**src/rtl/dmem_pkg.sv**
```systemverilog
`default_nettype none
// +-----------------------------------------------------------------+
// | dmem_pkg: shared types and constants for the data-RAM arbiter   |
// | Revision: 1.0                                                   |
// +-----------------------------------------------------------------+
package dmem_pkg;

  localparam int   WORD_W    = 32;
  localparam logic OWNER_CPU = 1'b0;
  localparam logic OWNER_DBG = 1'b1;

  typedef enum logic [1:0] {
    ST_NORMAL    = 2'd0,
    ST_LOCK_PEND = 2'd1,
    ST_LOCKED    = 2'd2
  } dmem_state_e;

endpackage
`default_nettype wire

```
**src/rtl/dmem_prio_sel.sv**
```systemverilog
`default_nettype none
// +-----------------------------------------------------------------+
// | dmem_prio_sel: combinational CPU/debug winner select            |
// | Revision: 1.0                                                   |
// +-----------------------------------------------------------------+
module dmem_prio_sel
  import dmem_pkg::*;
#(
  parameter int CNT_W      = 3,
  parameter int STARVE_MAX = 4
) (
  input  logic             cpu_req,
  input  logic             dbg_req,
  input  dmem_state_e      state,
  input  logic [CNT_W-1:0] starve_cnt,
  output logic             cpu_win,
  output logic             dbg_win
);

  always_comb begin
    cpu_win = 1'b0;
    dbg_win = 1'b0;
    case (state)
      ST_NORMAL: begin
        // CPU has priority until it has won STARVE_MAX contested cycles in a row
        if (cpu_req && dbg_req && (starve_cnt == CNT_W'(STARVE_MAX))) begin
          dbg_win = 1'b1;
        end else if (cpu_req) begin
          cpu_win = 1'b1;
        end else begin
          dbg_win = dbg_req;
        end
      end
      ST_LOCKED: dbg_win = dbg_req;
      default: begin
        cpu_win = 1'b0;
        dbg_win = 1'b0;
      end
    endcase
  end

endmodule
`default_nettype wire

```
**src/rtl/dmem_arbiter.sv**
```systemverilog
`default_nettype none
// +-----------------------------------------------------------------+
// | dmem_arbiter: shares the data RAM between CPU and debug ports   |
// | Revision: 1.0                                                   |
// +-----------------------------------------------------------------+
module dmem_arbiter
  import dmem_pkg::*;
#(
  parameter int DEPTH_LOG2 = 8,
  parameter int STARVE_MAX = 4
) (
  input  logic                  clk,
  input  logic                  reset,
  input  logic                  cpu_req,
  input  logic                  cpu_we,
  input  logic [3:0]            cpu_be,
  input  logic [WORD_W-1:0]     cpu_addr,
  input  logic [WORD_W-1:0]     cpu_wdata,
  output logic                  cpu_gnt,
  output logic                  cpu_stall,
  output logic                  cpu_rvalid,
  output logic [WORD_W-1:0]     cpu_rdata,
  output logic                  cpu_err,
  input  logic                  dbg_req,
  input  logic                  dbg_we,
  input  logic [WORD_W-1:0]     dbg_addr,
  input  logic [WORD_W-1:0]     dbg_wdata,
  input  logic                  dbg_lock,
  output logic                  dbg_gnt,
  output logic                  dbg_rvalid,
  output logic [WORD_W-1:0]     dbg_rdata,
  output logic                  dbg_err,
  output logic                  dbg_locked,
  output logic                  mem_en,
  output logic                  mem_we,
  output logic [3:0]            mem_be,
  output logic [DEPTH_LOG2-1:0] mem_addr,
  output logic [WORD_W-1:0]     mem_wdata,
  input  logic [WORD_W-1:0]     mem_rdata
);

  localparam int CNT_W = $clog2(STARVE_MAX + 1);

  dmem_state_e      r_state, w_state_nxt;
  logic [CNT_W-1:0] r_starve_cnt, w_starve_nxt;
  logic             r_rd_pend, r_rd_owner, r_rd_err;
  logic             w_cpu_win, w_dbg_win, w_cpu_gnt, w_dbg_gnt;
  logic             w_cpu_oor, w_dbg_oor, w_win_oor, w_win_we;
  logic             w_unused_addr_lsbs;

  dmem_prio_sel #(
    .CNT_W      (CNT_W),
    .STARVE_MAX (STARVE_MAX)
  ) u_prio_sel (
    .cpu_req    (cpu_req),
    .dbg_req    (dbg_req),
    .state      (r_state),
    .starve_cnt (r_starve_cnt),
    .cpu_win    (w_cpu_win),
    .dbg_win    (w_dbg_win)
  );

  // No grants are issued while reset is held
  assign w_cpu_gnt = w_cpu_win & reset;
  assign w_dbg_gnt = w_dbg_win & reset;

  assign w_cpu_oor = |cpu_addr[WORD_W-1:DEPTH_LOG2+2];
  assign w_dbg_oor = |dbg_addr[WORD_W-1:DEPTH_LOG2+2];
  assign w_win_oor = w_dbg_gnt ? w_dbg_oor : w_cpu_oor;
  assign w_win_we  = w_dbg_gnt ? dbg_we : cpu_we;
  assign w_unused_addr_lsbs = ^{cpu_addr[1:0], dbg_addr[1:0]};

  assign mem_en    = (w_cpu_gnt | w_dbg_gnt) & ~w_win_oor;
  assign mem_we    = mem_en & w_win_we;
  assign mem_be    = w_dbg_gnt ? 4'hF : cpu_be;
  assign mem_addr  = w_dbg_gnt ? dbg_addr[DEPTH_LOG2+1:2] : cpu_addr[DEPTH_LOG2+1:2];
  assign mem_wdata = w_dbg_gnt ? dbg_wdata : cpu_wdata;

  assign cpu_gnt    = w_cpu_gnt;
  assign cpu_stall  = cpu_req & ~w_cpu_gnt;
  assign cpu_rvalid = r_rd_pend & (r_rd_owner == OWNER_CPU);
  assign cpu_rdata  = (cpu_rvalid & ~r_rd_err) ? mem_rdata : '0;
  assign cpu_err    = (cpu_rvalid & r_rd_err) | (w_cpu_gnt & cpu_we & w_cpu_oor);

  assign dbg_gnt    = w_dbg_gnt;
  assign dbg_rvalid = r_rd_pend & (r_rd_owner == OWNER_DBG);
  assign dbg_rdata  = (dbg_rvalid & ~r_rd_err) ? mem_rdata : '0;
  assign dbg_err    = (dbg_rvalid & r_rd_err) | (w_dbg_gnt & dbg_we & w_dbg_oor);
  assign dbg_locked = (r_state == ST_LOCKED);

  always_comb begin
    w_state_nxt  = r_state;
    w_starve_nxt = '0;
    case (r_state)
      ST_NORMAL: begin
        if (dbg_lock) w_state_nxt = ST_LOCK_PEND;
        if (cpu_req && dbg_req && !w_dbg_win) w_starve_nxt = r_starve_cnt + CNT_W'(1);
      end
      ST_LOCK_PEND: begin
        // Let an outstanding CPU load drain before debug takes the RAM
        if (!dbg_lock)        w_state_nxt = ST_NORMAL;
        else if (!cpu_rvalid) w_state_nxt = ST_LOCKED;
      end
      ST_LOCKED: begin
        if (!dbg_lock) w_state_nxt = ST_NORMAL;
      end
      default: w_state_nxt = ST_NORMAL;
    endcase
  end

  always_ff @(posedge clk) begin
    if (!reset) begin
      r_state      <= ST_NORMAL;
      r_starve_cnt <= '0;
      r_rd_pend    <= 1'b0;
      r_rd_owner   <= OWNER_CPU;
      r_rd_err     <= 1'b0;
    end else begin
      r_state      <= w_state_nxt;
      r_starve_cnt <= w_starve_nxt;
      r_rd_pend    <= (w_cpu_gnt & ~cpu_we) | (w_dbg_gnt & ~dbg_we);
      r_rd_owner   <= w_dbg_gnt ? OWNER_DBG : OWNER_CPU;
      r_rd_err     <= w_win_oor;
    end
  end

endmodule
`default_nettype wire
```
**config.mk**
```make
export PLATFORM = sky130hd
export DESIGN_NAME = dmem_arbiter
export DESIGN_NICKNAME = d
export VERILOG_FILES = /design/src/rtl/dmem_pkg.sv /design/src/rtl/dmem_prio_sel.sv /design/src/rtl/dmem_arbiter.sv
export SDC_FILE = /design/constraint.sdc
export NUM_CORES = 1
export LEC_CHECK = 0
export CAP_MARGIN = 20
export CORE_AREA = 2 2 112 114
export CTS_CLUSTER_DIAMETER = 60
export DETAILED_ROUTE_END_ITERATION = 6
export DIE_AREA = 0 0 114 116
export PLACE_DENSITY = 0.65
export SLEW_MARGIN = 40
export SYNTH_ARGS = -nofsm -noshare
export SYNTH_HDL_FRONTEND = slang
export SYNTH_SLANG_ARGS = --single-unit
```
**constraint.sdc**
```tcl
create_clock -name clk -period 1.9 [get_ports clk]
set_input_delay 0.475 -clock clk [delete_from_list [all_inputs] [get_ports clk]]
set_output_delay 0.475 -clock clk [all_outputs]
set_load 0.03 [all_outputs]
```
# Word level (Yosys, flattened, before mapping)
# Cells that the tools add are included.
[op_classes]
addsub = 1
eq_ne = 6
muxes = 19
n_bitwise = 27
n_reduce_logical = 9
[ops]
columns = ["op", "count"]
rows = [
  ["2-to-1 mux 32 bit", 3],
  ["OR reduction 22 bit", 2],
  ["AND 1 bit", 17],
  ["2-to-1 mux 1 bit", 8],
  ["2-to-1 mux 2 bit", 4],
  ["2-to-1 mux 8 bit", 1],
  ["inverter 1 bit", 6],
  ["case mux 2 bit (3 select lines)", 1],
  ["AND reduction 3 bit", 2],
  ["2-to-1 mux 4 bit", 1],
  ["inequality test 2 bit, second input constant", 2],
  ["OR 1 bit", 4],
  ["adder 3 x 1 -> 3 bit, second input constant", 1],
  ["equality test 3 bit, second input constant", 1],
  ["logical AND 1 bit", 3],
  ["inequality test 3 bit, second input constant", 1],
  ["equality test 2 x 1 -> 1 bit, second input constant", 1],
  ["equality test 2 bit, second input constant", 1],
  ["logical NOT 2 bit", 1],
  ["case mux 1 bit (2 select lines)", 1],
  ["logical NOT 1 bit", 1],
]
[word_totals]
reg_bits = 8
input_bits = 171
output_inout_bits = 118
elab_cells = 67

# Depth between registers and ports, before layout
# Gate-level depths: netlist (run 1).
[depth]
word_depth = 9
ltp_mapped = 8

# Modules after synthesis
# A second synthesis (run 1) with hierarchy kept.
[hier_totals]
hier_cells = 269
area_unflattened_um2 = 1447.6
[by_module_without_submodules]
columns = ["mod", "n_inst", "cells_each", "area_each_um2"]
rows = [
  ["dmem_arbiter", 1, 264, 1415.1],
  ["dmem_prio_sel", 1, 5, 32.5],
]

# Least setup slack after synthesis (run 1)
# No wires, ideal clock.
[synth_path]
path_type = "input to output"
from = "input cpu_req"
to = "output cpu_err"
t_arrival_ns = 1.966
slack_ns = -0.541
cell_stages = 5
n_path_buf = 1
cell_sequence = "and4bb_2 -> and2_1 -> clkbuf_1 -> nand2_1 -> o21ai_0"
[synth_between]
elab_chain_cells = 8
elab_cells_between_ends = 9
classes_between = "3 x mux; 4 x bitwise; 2 x reduce/logical"
[synth_lines]
columns = ["item", "line", "source"]
rows = [
  ["from (decl)", "dmem_arbiter.sv:14", "input logic cpu_req,"],
  ["logical AND 1 bit (2 in a row)", "dmem_prio_sel.sv:26", "if (cpu_req && dbg_req && (starve_cnt == CNT_W'(STARVE_MAX))) begin"],
  ["2-to-1 mux 1 bit (*)", "dmem_prio_sel.sv:26", ""],
  ["2-to-1 mux 1 bit (*)", "dmem_prio_sel.sv:23", "case (state)"],
  ["AND 1 bit (*)", "dmem_arbiter.sv:64", "assign w_cpu_gnt = w_cpu_win & reset;"],
  ["net cpu_gnt", "dmem_arbiter.sv:19", "output logic cpu_gnt,"],
  ["AND 1 bit (*) (2 in a row)", "dmem_arbiter.sv:83", "assign cpu_err = (cpu_rvalid & r_rd_err) | (w_cpu_gnt & cpu_we & w_cpu_oor);"],
  ["OR 1 bit (*)", "dmem_arbiter.sv:83", ""],
  ["to (decl)", "dmem_arbiter.sv:23", "output logic cpu_err,"],
]
# Mark *: on every way through the listed nets, which the timed path passes. The rest lies on a longest branch.

# Worst setup path after layout (run 1)
[layout_path]
from = "register r_starve_cnt[1]"
to = "output mem_wdata[28]"
[layout_between]
elab_chain_cells = 6
[layout_lines]
columns = ["item", "line", "source"]
rows = [
  ["from (decl)", "dmem_arbiter.sv:45", "logic [CNT_W-1:0] r_starve_cnt, w_starve_nxt;"],
  ["from (signal assigned)", "dmem_arbiter.sv:120", "r_starve_cnt <= w_starve_nxt;"],
  ["equality test 3 bit", "dmem_prio_sel.sv:26", ""],
  ["logical AND 1 bit", "dmem_prio_sel.sv:26", ""],
  ["2-to-1 mux 1 bit", "dmem_prio_sel.sv:26", ""],
  ["case mux 1 bit (2 select lines)", "dmem_prio_sel.sv:23", ""],
  ["AND 1 bit", "dmem_arbiter.sv:65", "assign w_dbg_gnt = w_dbg_win & reset;"],
  ["2-to-1 mux 32 bit", "dmem_arbiter.sv:77", "assign mem_wdata = w_dbg_gnt ? dbg_wdata : cpu_wdata;"],
  ["to (decl)", "dmem_arbiter.sv:38", "output logic [WORD_W-1:0] mem_wdata,"],
]
# No other way between the ends.

==> results of run 1 <==
==> what timing repair did <==
item	in CTS	in global routing
hold endpoints to repair	0	0
resized for setup	372	114
endpoints found under the setup margin	117	115
buffers inserted	24	16
pin swaps	27	44
gates cloned	5	3
hold buffers	0	0
==> worst max-delay path, stage by stage (launching register included) <==
cell       delay [ns]
dfxtp_2          0.33
inv_2            0.05
ha_4             0.15
and2_4           0.14
o2111ai_4        0.23
buf_6            0.16
buf_12           0.12
buf_8            0.13
mux2_4           0.31
buf_6            0.14
==> final cells by class <==
type / instances / area (um2) / area share [%]
timing repair buffer: 352 / 3770 / 63.6
multi-input combinational: 159 / 1690 / 28.6
tap: 147 / 184 / 3.11
sequential: 8 / 168 / 2.83
clock buffer: 3 / 75.1 / 1.27
inverter: 8 / 37.5 / 0.634
==> cell usage after synthesis <==
cell        n
and2_1     67
inv_2       1
or4_4       1
dfxtp_1     8
buf_4       4
nor4_4      1
nor4_1      9
nand3b_1    1
nand2_1     6
inv_1       7
a32o_1      1
xnor2_1     1
ha_1        2
nand2b_1    6
o2111ai_2   1
clkbuf_1    7
nand4_1     2
mux2_2     40
nor3_1      2
nor2_1      6
o21ba_2     1
and3_1      1
o21ai_0     1
and4bb_2    1
a211oi_1    1
o22ai_1     2
nor2b_1     3
a21o_2      1
buf_6       1
o2bb2ai_1   1
nand3_1     1
==> power by group <==
group / internal, mW / switching (mW) / leakage (nW)
Sequential: 0.177 / 0.00905 / 0.0681
Combinational: 0.704 / 0.460 / 2.72
Clock: 0.271 / 0.0781 / 0.0370
Total: 1.15 / 0.547 / 2.82
==> cell families (layout without fill, tap and decap cells) <==
logic type / Yosys count / after routing / share of synthesized area (%)
AO/OA/AOI/OAI: 9 / 9 / 5.23
XOR/XNOR: 1 / 1 / 0.591
adder cells (fa/ha/maj): 2 / 2 / 1.69
buffers and inverters: 20 / 363 / 6.58
AND/OR/NAND/NOR: 107 / 107 / 44.7
flip-flops: 8 / 8 / 10.8
multiplexers: 40 / 40 / 30.4
==> per-layer routing <==
metal | GRT usage, % | routed length (um)
met1 | 15.1 | 3850
met2 | 32.4 | 6580
met3 | 2.88 | 1080
met4 | 2.68 | 58
met5 | 0 | 0
==> state kept, by name (all words and copies together) (netlist names) <==
register / flops
r_starve_cnt: 3
r_rd_pend: 1
r_rd_owner: 1
r_state: 2
r_rd_err: 1
==> worst paths after layout <==
| kind | start | endpoint | slack [ns] | cells past startpoint |
|---|---|---|---|---|
| max reg2reg | r_starve_cnt[1] | r_rd_err | 0.24 | 10 |
| min | r_starve_cnt[0] | r_starve_cnt[0] | 0.50 | 2 |
| min reg2reg | r_starve_cnt[0] | r_starve_cnt[0] | 0.50 | 2 |
| max | r_starve_cnt[1] | mem_wdata[28] | -0.57 | 9 |
==> results.py, run 1 <==
metrics = {
    "outcome": {
        "violations": "setup timing",
        "outcome": "complete, but fails checks",
    },
    "clock_tree": {
        "clock_latency_ns": 0.23,
        "cts_tree": "done",
        "cts_buffer_depth": 2,
        "cts_made_buffers": 3,
        "cts.sinks": 8,
        "cts_root_buf": "clkbuf_16",
        "cts.reportedPaths.clkPinSlew_ns": 0.04,
        "cts_max_level": 1,
    },
    "logic_synthesis": {
        "synth_cell_type_count": 31,
        "ys_top_cells_by_area": "mux2_2 30%, and2_1 28%, dfxtp_1 11%",
        "netlist.top_cell.by_area": "mux2_2",
        "synth_top_area_share_pct": 30.4,
        "yosysWarnings": 0,
        "syn_inst": 187,
        "synth-seq-area-share_pct": 10.8,
        "avgSynthCellArea_um2": 7.93,
        "syn_nets": 360,
        "syn_area_mm2": 0.00148,
        "ys_ff_latch": 8,
    },
    "sta": {
        "tightest_slew_ns": 0.349,
        "clock-skew-final_ns": 0.00138,
        "fin_crit_sh_pct": 130,
        "hold-worst-slack_ns": 0.501,
        "fin_crit_ns": 2.47,
        "setup_slack_ns": -0.571,
        "relSlewSlack_pct": 76.8,
        "drv_slew": 0,
        "rsz0062_at_grt": "true",
        "final.setup.tns_ns": -23.21,
        "setup_viol": 68,
        "hold_viol_final": 0,
        "fmax_ghz": 0.405,
    },
    "layout": {
        "final_cell_mix": "139 x buf_6, 123 x clkdlybuf4s50_1, 53 x and2_4",
        "diodes": 0,
        "final_common_cell": "buf_6",
        "postLayoutCoreUtil_pct": 49.7,
        "final_nets": 705,
        "final_area_mm2": 0.00592,
        "layout-drive-gt1-share_pct": 63.2,
        "final_cells": 677,
        "fillCellCount": 1048,
        "area_growth_pct": 299,
    },
    "critical_path": {
        "crit_type": "reg2out",
        "critPathArrivalTime_ns": 2.00,
        "end_kind": "output pin",
        "start_kind": "register",
        "required_ns": 1.42,
        "crit_path_max_fanout": 7,
    },
    "route": {
        "vias": 2805,
        "wire_per_inst_um": 17.1,
        "drt_pass1_iterations": 4,
        "drtIter0Drc": 30,
        "drc": 0,
        "via_per_inst": 4.14,
        "wirelength_mm": 11.6,
        "ant_nets": 0,
    },
    "min_path": {
        "hold_class": "reg2reg",
    },
    "placed_design": {
        "place_hpwl_mm": 8.54,
        "place_ws_ns": -1.10,
        "placed_cell_area_mm2": 0.00475,
        "gp_congestion": 0.740,
        "dp.cells": 631,
        "port_buffers": 284,
    },
    "global_route": {
        "grt_util_all_layers_pct": 15.2,
        "grt_pass1_vias": 3033,
        "grt_max_degree": 33,
        "grt_pass1_wl_mm": 15.6,
        "antenna_found_initial": 0,
        "grt_overflow_total": 0,
    },
    "die": {
        "die_w_um": 114,
        "dieArea_mm2": 0.0132,
        "start_util_pct": 12.4,
        "ioPinCount": 289,
        "die_h_um": 116,
        "core_area_mm2": 0.0119,
        "rows": 40,
    },
    "power_and_ir_drop": {
        "power.total_mw": 1.70,
        "leakagePower_nw": 2.82,
        "cellPowerDensity_mw_per_mm2": 287,
        "vdd_drop_max_v": 0.000214,
    },
    "flow_run": {
        "cap_violations": 0,
    },
}
No activity file was read; power rests on OpenSTA's default activity.
==> inputs of run 2 (changes only) <==
--- a/config.mk
+++ b/config.mk
@@ -11,6 +11,7 @@
 export DETAILED_ROUTE_END_ITERATION = 6
 export DIE_AREA = 0 0 114 116
 export PLACE_DENSITY = 0.65
+export SKIP_CTS_REPAIR_TIMING = 1
 export SLEW_MARGIN = 40
 export SYNTH_ARGS = -nofsm -noshare
 export SYNTH_HDL_FRONTEND = slang
==> run 2 against run 1 <==
Compared with the run above: sequential power barely moved; critical endpoint is now mem_wdata[25]; the run still ends with setup timing left; clock skew rose by 0.00054 ns; worst setup slack barely moved; first-iteration DRC count rose by 23%; largest power group unchanged; critical path type unchanged; wire length rose by 0.79%; final area fell by 2.5%; die area did not move; largest cell class unchanged.
==> results.py, run 2 (synthesis gave the netlist of run 1 again) <==
metrics = {
    "outcome": {
        "outcome": "complete, but fails checks",
        "violations": "setup timing",
    },
    "sta": {
        "fin_crit_sh_pct": 130,
        "setup_viol": 86,
        "fin_crit_ns": 2.47,
        "drv_slew": 0,
        "hold-worst-slack_ns": 0.498,
        "hold_viol_final": 0,
        "clock-skew-final_ns": 0.00192,
        "setup_slack_ns": -0.571,
        "tightest_slew_ns": 0.362,
        "rsz0062_at_grt": "true",
        "relSlewSlack_pct": 75.8,
        "fmax_ghz": 0.405,
    },
    "clock_tree": {
        "cts_buffer_depth": 2,
        "cts_made_buffers": 3,
        "cts_root_buf": "clkbuf_16",
        "cts.sinks": 8,
        "cts.reportedPaths.clkPinSlew_ns": 0.04,
        "clock_latency_ns": 0.23,
        "cts_max_level": 1,
        "cts_tree": "done",
    },
    "min_path": {
        "hold_class": "reg2reg",
    },
    "route": {
        "drt_pass1_iterations": 4,
        "wire_per_inst_um": 17.8,
        "drtIter0Drc": 37,
        "via_per_inst": 4.18,
        "ant_nets": 0,
        "drc": 0,
        "vias": 2739,
        "wirelength_mm": 11.7,
    },
    "die": {
        "core_area_mm2": 0.0119,
        "start_util_pct": 12.4,
        "die_h_um": 116,
        "dieArea_mm2": 0.0132,
        "rows": 40,
        "ioPinCount": 289,
        "die_w_um": 114,
    },
    "critical_path": {
        "crit_path_max_fanout": 7,
        "critPathArrivalTime_ns": 2.00,
        "start_kind": "register",
        "end_kind": "output pin",
        "crit_type": "reg2out",
        "required_ns": 1.42,
    },
    "placed_design": {
        "port_buffers": 284,
        "gp_congestion": 0.740,
        "place_ws_ns": -1.10,
        "dp.cells": 631,
        "place_hpwl_mm": 8.54,
    },
    "layout": {
        "fillCellCount": 1067,
        "final_nets": 684,
        "final_cells": 656,
        "regMostFlops": "r_starve_cnt",
        "final_common_cell": "clkdlybuf4s50_1",
        "diodes": 0,
        "final_cell_mix": "130 x clkdlybuf4s50_1, 110 x buf_6, 67 x and2_4",
        "multiInputGateArea_mm2": 0.00173,
        "layout-drive-gt1-share_pct": 62.9,
        "reg_top3": "r_starve_cnt x3, r_state x2",
        "largest_reg_flops": 3,
        "seqCellArea_um2": 168,
        "area_growth_pct": 289,
    },
    "global_route": {
        "antenna_found_initial": 0,
        "grt_util_all_layers_pct": 13.3,
        "grt_pass1_vias": 2793,
        "grt_pass1_wl_mm": 13.9,
        "grt_max_degree": 33,
        "grt_overflow_total": 0,
    },
    "power_and_ir_drop": {
        "pwr-share-comb_pct": 67.4,
        "p_int_mw": 1.11,
        "vdd_drop_max_v": 0.000221,
        "leakagePower_nw": 2.89,
        "cellPowerDensity_mw_per_mm2": 286,
        "seq_power_share_pct": 11.3,
        "p_sw_mw": 0.542,
        "switching_share_pct": 32.8,
        "power_frac_clock_pct": 21.3,
    },
    "flow_run": {
        "cap_violations": 0,
    },
}
==> run 2: area by class of cell <==
| type | count | area share [%] |
|---|---|---|
| tap | 147 | 3.19 |
| inverter | 8 | 0.650 |
| timing repair buffer | 331 | 61.9 |
| sequential | 8 | 2.90 |
| clock buffer | 3 | 1.30 |
| multi-input combinational | 159 | 30.0 |
==> run 2: metrics by stage <==
step	TNS, ns	instance area, um2	util (%)	power (mW)
2_1_floorplan	-2.58	1720	-	0.587
3_3_place_gp	-44.41	4750	39.9	1.17
3_5_place_dp	-45.66	4750	39.9	1.17
4_1_cts	-49.75	4830	40.5	1.53
5_1_grt	-29.89	5770	48.5	1.72
6_report	-25.15	5770	48.5	1.65
==> run 2: worst max-delay path, stage by stage (launching register included) <==
cell and delay [ns]:
dfxtp_2 0.33, inv_2 0.05, ha_4 0.15, and2_4 0.14, o2111ai_4 0.22, buf_12 0.16, clkbuf_16 0.15, buf_6 0.11
mux2_4 0.31, buf_6 0.14
==> run 2: path summary, 6_finish.rpt <==
path | start | to | slack (ns) | depth (start not counted)
worst min-delay path | r_starve_cnt[0] | r_starve_cnt[0] | 0.50 | 2
worst min register to register | r_starve_cnt[0] | r_starve_cnt[0] | 0.50 | 2
worst max-delay path | r_starve_cnt[1] | mem_wdata[25] | -0.57 | 9
worst max register to register | r_starve_cnt[1] | r_rd_err | 0.37 | 8
==> run 2: metal layers <==
layer / global-route usage, % / up-vias / share of wire, %
li1: - / 1284 / -
met1: 13.9 / 1267 / 33
met2: 26.7 / 178 / 56
met3: 3.19 / 10 / 10
met4: 3.01 / 0 / 1.0
met5: 0 / - / 0
==> run 2: power by group through the flow <==
stage          Sequential, mW  Combinational, mW  Clock (mW)
6_report                0.186               1.12       0.352
5_1_grt                 0.187               1.16       0.368
4_1_cts                 0.182              0.996       0.357
3_3_place_gp            0.184              0.982           0
2_1_floorplan           0.184              0.403           0
3_5_place_dp            0.184              0.990           0
